**src/rtl/harmonic_wavetable_scheduler.sv**
```systemverilog
// Harmonic additive oscillator: N phase accumulators share one sine ROM,
// stepped once per sample tick and mixed into one gain-weighted, saturated sample.
module harmonic_wavetable_scheduler #(
   parameter int N_HARM    = 4,
   parameter int ACC_W     = 24,
   parameter int MIX_SHIFT = 4
) (
   input  logic              Clk,
   input  logic              Reset,
   input  logic              sample_Clk,
   input  logic [23:0]       freq,
   input  logic [N_HARM-1:0] harm_en,
   input  logic              cfg_we,
   input  logic [3:0]        cfg_addr,
   input  logic [3:0]        cfg_gain,
   output logic [11:0]       rom_addr,
   input  logic [15:0]       rom_data,
   output logic [15:0]       out,
   output logic              out_valid,
   output logic              busy,
   output logic              overrun
);

   localparam int KW = (N_HARM > 1) ? $clog2(N_HARM) : 1;

   typedef enum logic [2:0] {S_IDLE, S_LOAD, S_ADDR, S_DATA, S_DONE} state_t;

   state_t                  r_state, w_next;
   logic [23:0]             r_freq;
   logic [N_HARM-1:0]       r_en;
   logic [KW-1:0]           r_k;
   logic [23:0]             r_phase [N_HARM];
   logic [3:0]              r_gain  [N_HARM];
   logic signed [ACC_W-1:0] r_acc;
   logic [11:0]             r_rom_addr;
   logic [15:0]             r_out;
   logic                    r_overrun;

   logic [23:0]             w_inc;
   logic signed [20:0]      w_prod;
   logic signed [ACC_W-1:0] w_shift;
   logic [15:0]             w_sat;
   logic                    w_last;

   localparam logic signed [ACC_W-1:0] MAX16 = ACC_W'(32767);
   localparam logic signed [ACC_W-1:0] MIN16 = ACC_W'(-32768);

   // Harmonic k steps by (k+1)*freq; the product is truncated to 24 bits.
   assign w_inc   = r_freq * (24'(r_k) + 24'd1);
   assign w_prod  = $signed(rom_data) * $signed({1'b0, r_gain[r_k]});
   assign w_shift = r_acc >>> MIX_SHIFT;
   assign w_last  = (r_k == KW'(N_HARM - 1));

   always_comb begin
      w_sat = w_shift[15:0];
      if (w_shift > MAX16)
         w_sat = 16'h7FFF;
      else if (w_shift < MIN16)
         w_sat = 16'h8000;
   end

   always_ff @(posedge Clk) begin
      if (Reset)
         r_state <= S_IDLE;
      else
         r_state <= w_next;
   end

   always_comb begin
      w_next = r_state;
      case (r_state)
         S_IDLE:  if (sample_Clk) w_next = S_LOAD;
         S_LOAD:  w_next = S_ADDR;
         S_ADDR:  w_next = S_DATA;
         S_DATA:  w_next = w_last ? S_DONE : S_ADDR;
         S_DONE:  w_next = S_IDLE;
         default: w_next = S_IDLE;
      endcase
   end

   always_ff @(posedge Clk) begin
      if (Reset) begin
         for (int unsigned i = 0; i < N_HARM; i++) begin
            r_phase[i] <= '0;
            r_gain[i]  <= 4'd8;
         end
         r_freq     <= '0;
         r_en       <= '0;
         r_k        <= '0;
         r_acc      <= '0;
         r_rom_addr <= '0;
         r_out      <= '0;
         r_overrun  <= 1'b0;
      end else begin
         if (cfg_we && ({1'b0, cfg_addr} < 5'(N_HARM)))
            r_gain[cfg_addr[KW-1:0]] <= cfg_gain;
         if (sample_Clk && (r_state != S_IDLE))
            r_overrun <= 1'b1;
         case (r_state)
            S_LOAD: begin
               r_freq <= freq;
               r_en   <= harm_en;
               r_acc  <= '0;
               r_k    <= '0;
            end
            S_ADDR: begin
               r_rom_addr <= r_phase[r_k][23:12];
               r_phase[r_k] <= r_en[r_k] ? (r_phase[r_k] + w_inc) : '0;
            end
            S_DATA: begin
               if (r_en[r_k])
                  r_acc <= r_acc + ACC_W'(w_prod);
               if (!w_last)
                  r_k <= r_k + KW'(1);
            end
            S_DONE:  r_out <= w_sat;
            default: ;
         endcase
      end
   end

   // The new sample is presented during the out_valid cycle and held afterwards.
   assign out       = (r_state == S_DONE) ? w_sat : r_out;
   assign out_valid = (r_state == S_DONE);
   assign busy      = (r_state != S_IDLE);
   assign overrun   = r_overrun;
   assign rom_addr  = r_rom_addr;

endmodule

```
**config.mk**
```make
export PLATFORM = sky130hd
export DESIGN_NAME = harmonic_wavetable_scheduler
export DESIGN_NICKNAME = d
export VERILOG_FILES = /design/src/rtl/harmonic_wavetable_scheduler.sv
export SDC_FILE = /design/constraint.sdc
export NUM_CORES = 1
export LEC_CHECK = 0
export ABC_AREA = 1
export BUFFER_PORTS_ARGS = -buffer_cell sky130_fd_sc_hd__buf_2
export CORE_AREA = 3 3 171 173
export DETAILED_ROUTE_END_ITERATION = 6
export DIE_AREA = 0 0 174 176
export PLACE_DENSITY = 0.81
export SLEW_MARGIN = 20
export SYNTH_ARGS = -nofsm -noshare
export SYNTH_HDL_FRONTEND = slang
export SYNTH_SLANG_ARGS = --single-unit
```
**constraint.sdc**
```tcl
create_clock -name Clk -period 7.02 [get_ports Clk]
set_input_delay 1.404 -clock Clk [delete_from_list [all_inputs] [get_ports Clk]]
set_output_delay 1.404 -clock Clk [all_outputs]
set_load 0.005 [all_outputs]
```
### Word level (Yosys, flattened, before mapping)

Memories as Yosys holds them, arrays and structs flattened. A register that Yosys moved wholly into a read port is not among the register bits.
Cells that the tools add are included.

| operators by class | value |
|---|---|
| multipliers | 2 |
| equal/unequal tests | 8 |
| mux-type cells | 31 |
| order comparisons | 4 |
| reductions and logical operators | 9 |
| $add $sub $neg | 4 |

Operator list:

| cell | number |
|---|---|
| 24-bit 2-to-1 mux | 3 |
| 16-bit 2-to-1 mux | 3 |
| 24-bit case mux with 2 select lines | 1 |
| 24-bit by 21-bit adder with 24-bit output | 1 |
| 24-bit adder | 1 |
| 24-bit by 3-bit multiplier with 24-bit output | 1 |
| 24-bit OR reduction | 1 |
| 16-bit by 5-bit multiplier with 21-bit output | 1 |
| 20-bit by 16-bit > comparator with 1-bit output, second input constant | 1 |
| 20-bit by 16-bit less-than comparator with 1-bit output, second input constant | 1 |
| 2-bit 2-to-1 mux | 7 |
| 3-bit case mux with 4 select lines | 1 |
| 1-bit 2-to-1 mux | 11 |
| 3-bit by 2-bit equality test with 1-bit output, second input constant | 2 |
| 3-bit 2-to-1 mux | 2 |
| 2-bit inequality test, second input constant | 3 |
| 4-bit by 3-bit less-than comparator with 1-bit output, second input constant | 1 |
| 4-bit 2-to-1 mux | 1 |
| 2-bit case mux with 2 select lines | 1 |
| 2-bit AND reduction | 2 |
| 4-bit OR reduction | 1 |
| 2-bit by 1-bit adder with 3-bit output, second input constant | 1 |
| 3-bit by 1-bit equality test with 1-bit output, second input constant | 1 |
| 3-bit equality test, second input constant | 1 |
| other kinds (8) | 9 |

| storage, ports and cells | value |
|---|---|
| memories kept | 2 |
| register bits | 86 |
| bits of input ports | 56 |
| bits in writable memories | 112 |

Memory list:

| name | depth | bits a word | read ports | clocked after memory_dff | wr ports | line | source |
|---|---|---|---|---|---|---|---|
| r_phase | 4 | 24 | 1 | 1 | 4 | 32 | `logic [23:0] r_phase [N_HARM];` |
| r_gain | 4 | 4 | 1 | 1 | 4 | 33 | `logic [3:0] r_gain [N_HARM];` |

### Longest topological paths before layout

Gate-level depths: netlist of the first run.

| logic depth | value |
|---|---|
| word-level depth | 7 |
| gate-level depth with buffers | 28 |
| depth with buffers taken out | 25 |

### Worst setup path before layout of the first run

No wires, ideal clock.

| timing path | value |
|---|---|
| path kind | input port to flip-flop |
| from | in rom_data[15] |
| to | reg r_acc[22] |
| path buffers | 0 |
| data required time | 6.888 ns |
| arrival | 4.743 ns |
| cell stages on the path | 19 |
| path slack | 2.144 ns |
| path through | inv_1 > nor2_1 > inv_1 > fa_1 > inv_1 > fa_1 > inv_1 > fa_1 > inv_1 > ha_1 > nand2_1 > nor2_1 > inv_1 > nor2_1 > nand3b_1 > nand3_1 > nand2_1 > nand3_1 > a21oi_1 |

| on the way | value |
|---|---|
| longest elaborated chain between the ends | 4 |

RTL lines:

| element | line | source |
|---|---|---|
| start, declared | 17 | `input logic [15:0] rom_data,` |
| 16-bit by 5-bit multiplier with 21-bit output | 50 | `assign w_prod = $signed(rom_data) * $signed({1'b0, r_gain[r_k]});` |
| 24-bit by 21-bit adder with 24-bit output | 112 | `r_acc <= r_acc + ACC_W'(w_prod);` |
| 24-bit 2-to-1 mux | 111 | `if (r_en[r_k])` |
| 24-bit case mux with 2 select lines | 99 | `case (r_state)` |
| end signal, assigned | 112 |  |
| end, declared | 34 | `logic signed [ACC_W-1:0] r_acc;` |

Every way passes these cells. The select of a mux whose other input is x is not followed.
A chain may end at the register's enable or synchronous reset.

==> results of run 1 <==
[final cells by class]
cell class,count,area (um2),area share [%]
Clock buffer,17,425,2.62
Tap cell,378,473,2.91
Clock inverter,15,171,1.05
Timing Repair Buffer,97,513,3.16
Sequential cell,200,5130,31.5
Inverter,418,1580,9.70
Multi-Input combinational cell,1270,7970,49.0
[cells by family after synthesis]
family	Yosys count
flip-flops	200
adder cells (fa/ha/maj)	175
XOR/XNOR	7
AND/OR/NAND/NOR	833
AO/OA/AOI/OAI	255
buffers and inverters	476
[critical path, cell delays in order, from the launching register on]
cell      delay, ns
dfxtp_1        0.59
inv_1          0.24
nand3_1        0.14
nand2_1        0.20
nor2_1         0.45
inv_1          0.30
fa_1           0.56
inv_1          0.05
fa_1           0.52
inv_1          0.05
fa_1           0.48
inv_1          0.05
ha_1           0.34
nand2_1        0.13
nor2_1         0.17
inv_1          0.07
nor2_1         0.16
nand3b_1       0.14
nand3_1        0.11
nand2_1        0.05
nand3_1        0.07
a21oi_1        0.06
[registers in the layout, indices dropped and copies added, names as in the netlist, named ones only]
register,cells
overrun,1
r_freq,24
r_k,2
r_acc,24
r_phase,96
r_gain,16
r_state,3
r_out,16
rom_addr,12
r_en,4
[power breakdown]
group / switching (mW) / leakage (nW) / internal [mW]
Sequential: 0.0285 / 1.86 / 1.29
Clock: 0.536 / 0.289 / 0.484
Combinational: 0.696 / 5.94 / 0.349
Total: 1.26 / 8.09 / 2.13
[cells in the final DEF (no fill, tap or decap), types with 7 or more instances in the layout]
cell type	count
a21oi_1	128
edfxtp_1	112
nor2_2	14
buf_2	86
nand2_1	462
o21ai_1	7
buf_4	11
inv_2	13
clkbuf_16	17
nor3_1	11
nand4_1	11
o22ai_1	7
nand3b_1	12
dfxtp_1	87
ha_1	74
inv_1	402
nor2_1	226
nand3_1	61
nand2_2	7
fa_1	101
o21ai_0	81
a32o_1	19
[metal layers]
metal / part of all wire [%] / wire length, um / vias to the layer above
met3: 6.3 / 2350 / 111
met5: 0.029 / 11 / -
met1: 41 / 15300 / 5997
li1: - / - / 6158
met4: 3.8 / 1410 / 2
met2: 49 / 18500 / 425
[path summary, 6_finish.rpt]
| path | cells after the start | endpoint | slack, ns |
|---|---|---|---|
| max | 21 | r_acc[22]$_SDFFE_PP0P_ | 1.93 |
| min reg2reg | 2 | r_acc[1]$_SDFFE_PP0P_ | 0.47 |
| min | 2 | r_acc[1]$_SDFFE_PP0P_ | 0.47 |
| max reg2reg | 21 | r_acc[22]$_SDFFE_PP0P_ | 1.93 |
==> impl_metrics.tcl, run 1 <==
set metrics [dict create \
    antenna_found_initial 1 \
    globalRouteMet3Util_pct 4.19 \
    drtIter0Drc 891 \
    drive_gt1_share_pct 9.42 \
    synth_xor_area_share_pct 0.409 \
    cts.reportedPaths.clkPinSlew_ns 0.08 \
    finalMaxSlewViolations 0 \
    first_global_vias 12762 \
    cts_hold_buf 0 \
    drv_cap 0 \
    insertion_delay_ns 0.46 \
    clockBufferDepth 2 \
    num_antenna_cells 0 \
    mappedNetlistArea_um2 15000 \
    syn_area_per_cell_um2 7.70 \
    areaGrowthSynthToFinish_pct 8.51 \
    final_nets 2235 \
    globalplace.congestion 0.966 \
    yosysUniqueCellTypes 44 \
    fin_crit_sh_pct 72.4 \
    syn-num-nets 2177 \
    synth_top_cell_by_area "edfxtp_1" \
    post_cts_resized 0 \
    ys_top_cells_by_area "edfxtp_1, fa_1, dfxtp_1, nand2_1, inv_1" \
    worst_slew_pin_slew_ns 1.07 \
    setup_violations 0 \
    routed_via_density 5.30 \
    drtAntennaViolNets 0 \
    synth_most_common_cell "nand2_1" \
    vias 12693 \
    std_cell_rows 61 \
    gr-usage-all-layers_pct 25.1 \
    worst_setup_path_start_kind "flip-flop" \
    synth_edf_count 112 \
    netlist.area_leader.share_pct 22.5 \
    whs_ns 0.466 \
    min_from "r_acc[1]$_SDFFE_PP0P_" \
    finClkSkew_ns 0.0218 \
    netlist_top_cells_count "nand2_1, inv_1, nor2_1" \
    dp_hpwl_um 28500 \
    root_buffer "clkbuf_16" \
    outcome "finished, violations left" \
    finalHoldViolCount 0 \
    wl_per_cell_um 15.7 \
    synth_simple_gate_area_share_pct 23.6 \
    worstPathRequired_ns 7.33 \
    synth_top_family_by_area "simple AND/OR/NAND/NOR gates" \
    yosys_warnings 0 \
    async_reset_ff_share_pct 0 \
    tns_ns 0 \
    synthCells 1946 \
    crit_fanout 10 \
    cts_buffers 17 \
    grt_max_degree 54 \
    synth_compound_area_share_pct 9.47 \
    grtUsageMet2_pct 44.2 \
    post_cts_buffers 0 \
    cts_tree "done" \
    worst_ep_arrival_time_ns 5.40 \
    first_pass_iters 7 \
    p_leak_nw 8.09 \
    setup_ws_ns 1.93 \
    clkSinkCount 200 \
    hp-class "reg -> reg" \
    fp.dieH_um 176 \
    synth_fa_ha_area_share_pct 19.7 \
    die-area_um2 30600 \
    use_met1_pct 30.4 \
    synthFlopType "edfxtp_1" \
    seq_area_frac_synth_pct 34.2 \
    synthMuxAreaShare_pct 0 \
    power.density_nw_per_um2 208 \
    path_class "reg -> reg" \
    drc 3 \
    core_um2 27800 \
    chipWidth_um 174 \
    final_util_pct 58.5 \
    slew_headroom_pct 28.7 \
    final.min_clock_period_ns 5.09 \
    fillCellCount 2582 \
    start_util_pct 53.9 \
    stdcell_count 2395 \
    ctsHtreeMaxLevel 4 \
    dpl.cell_count 2363 \
    place_ws_ns 1.72 \
    grt_overflow 0 \
    ios 87 \
    violations "design-rule violations" \
    ir_drop_uv 143 \
    top_usage_layer "met2" \
    fin_area_um2 16300 \
    grt_first_pass_wirelength_um 61800 \
    totalWireLength_um 37600 \
    ys_ff_latch 200 \
    io_buffers 86 \
    dpl-instance-area_um2 15700 \
    endpoint_kind "flip-flop" \
    max_freq_mhz 197 \
    rsz0062_at_grt "no" \
    power_mw 3.39 \
]
Power figures use the tool's default switching activity.
==> run 2, diff against run 1 <==
Settings changed: PLACE_DENSITY 0.81 to 0.84.
Clock period 7.02 ns to 4.15 ns, I/O delays scaled along.
==> impl_metrics.tcl, run 2 (synthesis results as in run 1) <==
set metrics [dict create \
    num_antenna_cells 0 \
    final_nets 2295 \
    dp_hpwl_um 29200 \
    routed_via_density 5.31 \
    drc 0 \
    intPower_mw 3.97 \
    grt_first_pass_wirelength_um 61900 \
    drtAntennaViolNets 0 \
    first_global_vias 12625 \
    core_um2 27800 \
    p_leak_nw 8.48 \
    fin_crit_sh_pct 99.5 \
    totalWireLength_um 39300 \
    io_buffers 86 \
    crit_fanout 11 \
    setup_violations 0 \
    dpl-instance-area_um2 16100 \
    r2r_cells 21 \
    outcome "complete, no violations" \
    grtUsageMet2_pct 45.6 \
    power_frac_seq_pct 35.1 \
    worst_ep_arrival_time_ns 4.44 \
    top_regs "r_phase: 96 flops, r_acc: 24 flops, r_freq: 24 flops" \
    largest_register_ffs 96 \
    slew_headroom_pct 27.9 \
    std_cell_rows 61 \
    cts_tree "done" \
    crit_path_cell_trace "inv_6, buf_4, buf_4, nand2_1, a32o_2, buf_12, buf_4, nor2_1, ha_1, fa_1, inv_1, fa_1, inv_1, ha_4, nand2_4, inv_1, a21oi_2, nand3_2, or2_2, nand3_1, a21oi_1" \
    hold_depth 2 \
    cpMaxStageDelayCell "fa_1" \
    worstReg2RegEnd "r_acc[12]$_SDFFE_PP0P_" \
    ios 87 \
    r2r_setup_slack_ns 0.02 \
    grt_overflow 0 \
    rsz0062_at_grt "yes" \
    finalMaxSlewViolations 0 \
    max_freq_mhz 242 \
    chipWidth_um 174 \
    worstPathRequired_ns 4.46 \
    power_frac_clock_pct 26.9 \
    worst_setup_path_start_kind "flip-flop" \
    sw_frac_of_total_pct 37.6 \
    ir_drop_uv 324 \
    insertion_delay_ns 0.46 \
    power_mw 6.37 \
    whs_ns 0.460 \
    gr-usage-all-layers_pct 25.1 \
    regMostFlops "r_phase" \
    endpoint_kind "flip-flop" \
    drtIter0Drc 1005 \
    fp.dieH_um 176 \
    power.density_nw_per_um2 368 \
    globalplace.congestion 0.951 \
    hp-class "reg -> reg" \
    fin_area_um2 17300 \
    finalHoldViolCount 0 \
    hold_end "rom_addr[1]$_SDFFE_PP0P_" \
    top_usage_layer "met2" \
    first_pass_iters 5 \
    areaGrowthSynthToFinish_pct 15.6 \
    path_class "reg -> reg" \
    ctsHtreeMaxLevel 4 \
    cts.reportedPaths.clkPinSlew_ns 0.09 \
    critPathMaxStageDelay_ns 0.50 \
    globalRouteMet3Util_pct 3.42 \
    vias 13042 \
    grt_max_degree 54 \
    worst_path_dominant_cell_family "adder cells" \
    finClkSkew_ns 0.0213 \
    clkSinkCount 200 \
    cts_hold_buf 0 \
    final_util_pct 62.3 \
    clockBufferDepth 2 \
    worst_slew_pin_slew_ns 1.08 \
    drv_cap 0 \
    min_from "rom_addr[1]$_SDFFE_PP0P_" \
    antenna_found_initial 0 \
    cts_buffers 17 \
    final_common_cell "nand2_1" \
    use_met1_pct 30.6 \
    drive_gt1_share_pct 16.8 \
    wl_per_cell_um 16.0 \
    tns_ns 0 \
    root_buffer "clkbuf_16" \
    start_util_pct 53.9 \
    die-area_um2 30600 \
    final.min_clock_period_ns 4.13 \
    p_switching_mw 2.40 \
    comb_power_share_pct 37.9 \
    most-common-layout-cells "nand2_1, inv_1, nor2_1" \
    path_buf_inv 8 \
]
[run 2: changes by cell type in the layout (fill, tap and decap cells not counted), sizes merged]
cell / change
inv: -2
clkbuf: +1
buf: +60
clkinv: +2
clkinvlp: -1
[run 2: metal layers]
layer	vias up	wire, um	part of all wire [%]
li1	6265	-	-
met1	6158	15400	39
met2	536	20300	52
met3	83	2430	6.2
met4	0	1180	3.0
met5	-	0	0
[run 2: metrics by stage]
stage	worst slack, ns	std cells
after floorplan	-0.00738	1946
after global placement	-0.0400	2416
after detailed placement	-0.201	2416
after CTS	0.000501	2448
after global routing	-0.0972	2455
final	0.0227	2455
[run 2: worst max-delay path by stage]
stage | slack (ns) | cells past startpoint | to
final | 0.02 | 21 | r_acc[12]$_SDFFE_PP0P_
after floorplan | -0.007 | 23 | r_acc[12]$_SDFFE_PP0P_
after CTS | 0.0005 | 21 | r_acc[12]$_SDFFE_PP0P_
after global routing | -0.1 | 23 | r_acc[18]$_SDFFE_PP0P_
after global placement | -0.04 | 21 | r_acc[23]$_SDFFE_PP0P_
after detailed placement | -0.20 | 21 | r_acc[23]$_SDFFE_PP0P_
[run 2: worst register-to-register path, stage by stage, from the launching register on]
cell and delay, ns:
dfxtp_4 0.39, inv_6 0.09, buf_4 0.11, buf_4 0.11, nand2_1 0.06, a32o_2 0.27, buf_12 0.15, buf_4 0.17
nor2_1 0.13, ha_1 0.26, fa_1 0.50, inv_1 0.05, fa_1 0.48, inv_1 0.06, ha_4 0.25, nand2_4 0.09
inv_1 0.06, a21oi_2 0.16, nand3_2 0.12, or2_2 0.28, nand3_1 0.13, a21oi_1 0.09
[run 2: what timing repair did]
| action | in CTS | in global routing |
|---|---|---|
| gates resized for setup | 7 | 121 |
| buffers inserted | 0 | 7 |
| endpoints found under the setup margin | 11 | 22 |
| pin swaps | 1 | 31 |
[run 2: cell type report]
class,count,area [um2]
Timing Repair Buffer,157,1020
Clock inverter,14,173
Multi-Input combinational cell,1270,8490
Inverter,418,1590
Fill cell,2316,10500
Sequential cell,200,5130
Tap cell,378,473
Clock buffer,18,429
[run 2: power by group through the flow]
stage,Clock (mW),Sequential (mW),Combinational (mW)
floorplan,0,2.27,1.32
global placement,0,2.27,1.88
detailed placement,0,2.28,1.93
CTS,1.72,2.23,1.98
global route,1.79,2.25,2.68
finish,1.72,2.24,2.41
==> run 3, diff against run 2 <==
Settings changed: BUFFER_PORTS_ARGS -buffer_cell sky130_fd_sc_hd__buf_2 to -buffer_cell sky130_fd_sc_hd__buf_4, PLACE_DENSITY 0.84 to 0.81, SKIP_LAST_GASP set to 1.
Clock period 4.15 ns to 5.3 ns, I/O delays scaled along.
==> impl_metrics.tcl, run 3 (synthesis results as in run 1) <==
set metrics [dict create \
    endpoint_kind "flip-flop" \
    first_pass_iters 7 \
    regMostFlops "r_phase" \
    areaGrowthSynthToFinish_pct 10.1 \
    drtAntennaViolNets 0 \
    top_regs "r_phase: 96 flops, r_acc: 24 flops, r_freq: 24 flops" \
    die-area_um2 30600 \
    globalplace.congestion 0.943 \
    cpMaxStageDelayCell "fa_1" \
    chipWidth_um 174 \
    antenna_found_initial 0 \
    clockBufferDepth 2 \
    drv_cap 0 \
    ctsHtreeMaxLevel 4 \
    grt_max_degree 54 \
    setup_violations 0 \
    fin_crit_sh_pct 86.1 \
    insertion_delay_ns 0.45 \
    num_antenna_cells 0 \
    first_global_vias 12905 \
    drtIter0Drc 871 \
    post_cts_resized 0 \
    dpl-instance-area_um2 15900 \
    hold_depth 2 \
    cts.reportedPaths.clkPinSlew_ns 0.07 \
    fillCellCount 2517 \
    tns_ns 0 \
    crit_path_cell_trace "inv_1, nand2_1, nand3_1, nand2_1, buf_4, nor2_1, inv_1, fa_1, inv_1, fa_1, inv_1, fa_1, inv_1, ha_1, nand2_1, nor2_1, nand2_1, nor2_1, nand2_1, nand3_1, nand2_1, nand3_1, a21oi_1" \
    std_cell_rows 61 \
    r2r_cells 23 \
    worst_path_dominant_cell_family "adder cells" \
    worst_setup_path_start_kind "flip-flop" \
    routed_via_density 5.31 \
    slew_headroom_pct 40.1 \
    root_buffer "clkbuf_16" \
    max_freq_mhz 219 \
    ir_drop_uv 162 \
    cts_hold_buf 0 \
    vias 12757 \
    totalWireLength_um 37900 \
    regArea_um2 5130 \
    worst_ep_arrival_time_ns 4.87 \
    rsz0062_at_grt "no" \
    grt_overflow 0 \
    final.min_clock_period_ns 4.56 \
    critPathMaxStageDelay_ns 0.53 \
    grt_first_pass_wirelength_um 62700 \
    most-common-layout-cells "nand2_1, inv_1, nor2_1" \
    post_cts_buffers 0 \
    wl_per_cell_um 15.8 \
    largest_register_ffs 96 \
    outcome "complete, no violations" \
    clkSinkCount 200 \
    finClkSkew_ns 0.0159 \
    finalHoldViolCount 0 \
    cts_tree "done" \
    drc 0 \
    cp.depth 23 \
    start_util_pct 53.9 \
    worstPathRequired_ns 5.60 \
    dp_hpwl_um 28900 \
    worst_slew_pin_slew_ns 0.897 \
    fin_area_um2 16500 \
    gr-usage-all-layers_pct 25.4 \
    final_common_cell "nand2_1" \
    fp.dieH_um 176 \
    power.density_nw_per_um2 270 \
    p_leak_nw 8.14 \
    core_um2 27800 \
    drive_gt1_share_pct 9.69 \
    cts_buffers 17 \
    final_nets 2241 \
    io_buffers 86 \
    critPathMostFrequentCell "nand2_1" \
    path_buf_inv 6 \
    crit_fanout 10 \
    hp-class "reg -> reg" \
    finalMaxSlewViolations 0 \
    ios 87 \
    path_class "reg -> reg" \
    multi_input_area_um2 7970 \
]
==> run 3: cell count changes in the layout (fill, tap and decap cells not counted), sizes merged <==
cell      delta
buf         -54
clkinv       -2
clkinvlp     +3
inv          -1
==> run 3: final cells by class <==
class / count / area share [%]
clock inverter: 14 / 0.835
tap: 378 / 2.87
clock buffer: 18 / 2.60
multi-input combinational: 1270 / 48.3
timing repair buffer: 103 / 4.69
inverter: 418 / 9.56
sequential: 200 / 31.1
==> run 3: worst register-to-register path, stage by stage, from the launching register on <==
cell,delay [ns]
dfxtp_2,0.37
inv_1,0.22
nand2_1,0.08
nand3_1,0.08
nand2_1,0.08
buf_4,0.16
nor2_1,0.31
inv_1,0.23
fa_1,0.53
inv_1,0.06
fa_1,0.53
inv_1,0.05
fa_1,0.47
inv_1,0.04
ha_1,0.36
nand2_1,0.10
nor2_1,0.20
nand2_1,0.11
nor2_1,0.09
nand2_1,0.09
nand3_1,0.10
nand2_1,0.05
nand3_1,0.07
a21oi_1,0.06
==> run 3: per-layer routing <==
metal / track usage, % / up-vias / part of all wire, %
met5: 0 / - / 0
met4: 9.08 / 0 / 2.5
met3: 4.02 / 66 / 6.2
met2: 45.8 / 442 / 51
met1: 31.0 / 6080 / 40
li1: - / 6169 / -
==> run 3: power breakdown <==
group          total [mW]  internal (mW)  switching (mW)
Clock                1.30          0.624           0.674
Sequential           1.75           1.71          0.0384
Combinational        1.40          0.479           0.917
==> run 3: metrics by stage <==
stage	hold WS, ns	util (%)	std cells	total power, mW	worst slack (ns)
floorplan	0.424	-	1946	2.81	0.768
global placement	0.447	57.3	2369	3.13	0.587
detailed placement	0.454	57.3	2369	3.16	0.553
CTS	0.473	59.3	2401	4.44	0.782
global route	0.501	59.3	2401	4.72	0.295
finish	0.470	59.3	2401	4.45	0.736
==> run 3: final timing paths <==
kind / start / endpoint / slack, ns
hold reg to reg: rom_addr[5]$_SDFFE_PP0P_ / rom_addr[5]$_SDFFE_PP0P_ / 0.47
setup / recovery: flip-flop / r_acc[23]$_SDFFE_PP0P_ / 0.74
setup reg to reg: flip-flop / r_acc[23]$_SDFFE_PP0P_ / 0.74
hold / removal: rom_addr[5]$_SDFFE_PP0P_ / rom_addr[5]$_SDFFE_PP0P_ / 0.47
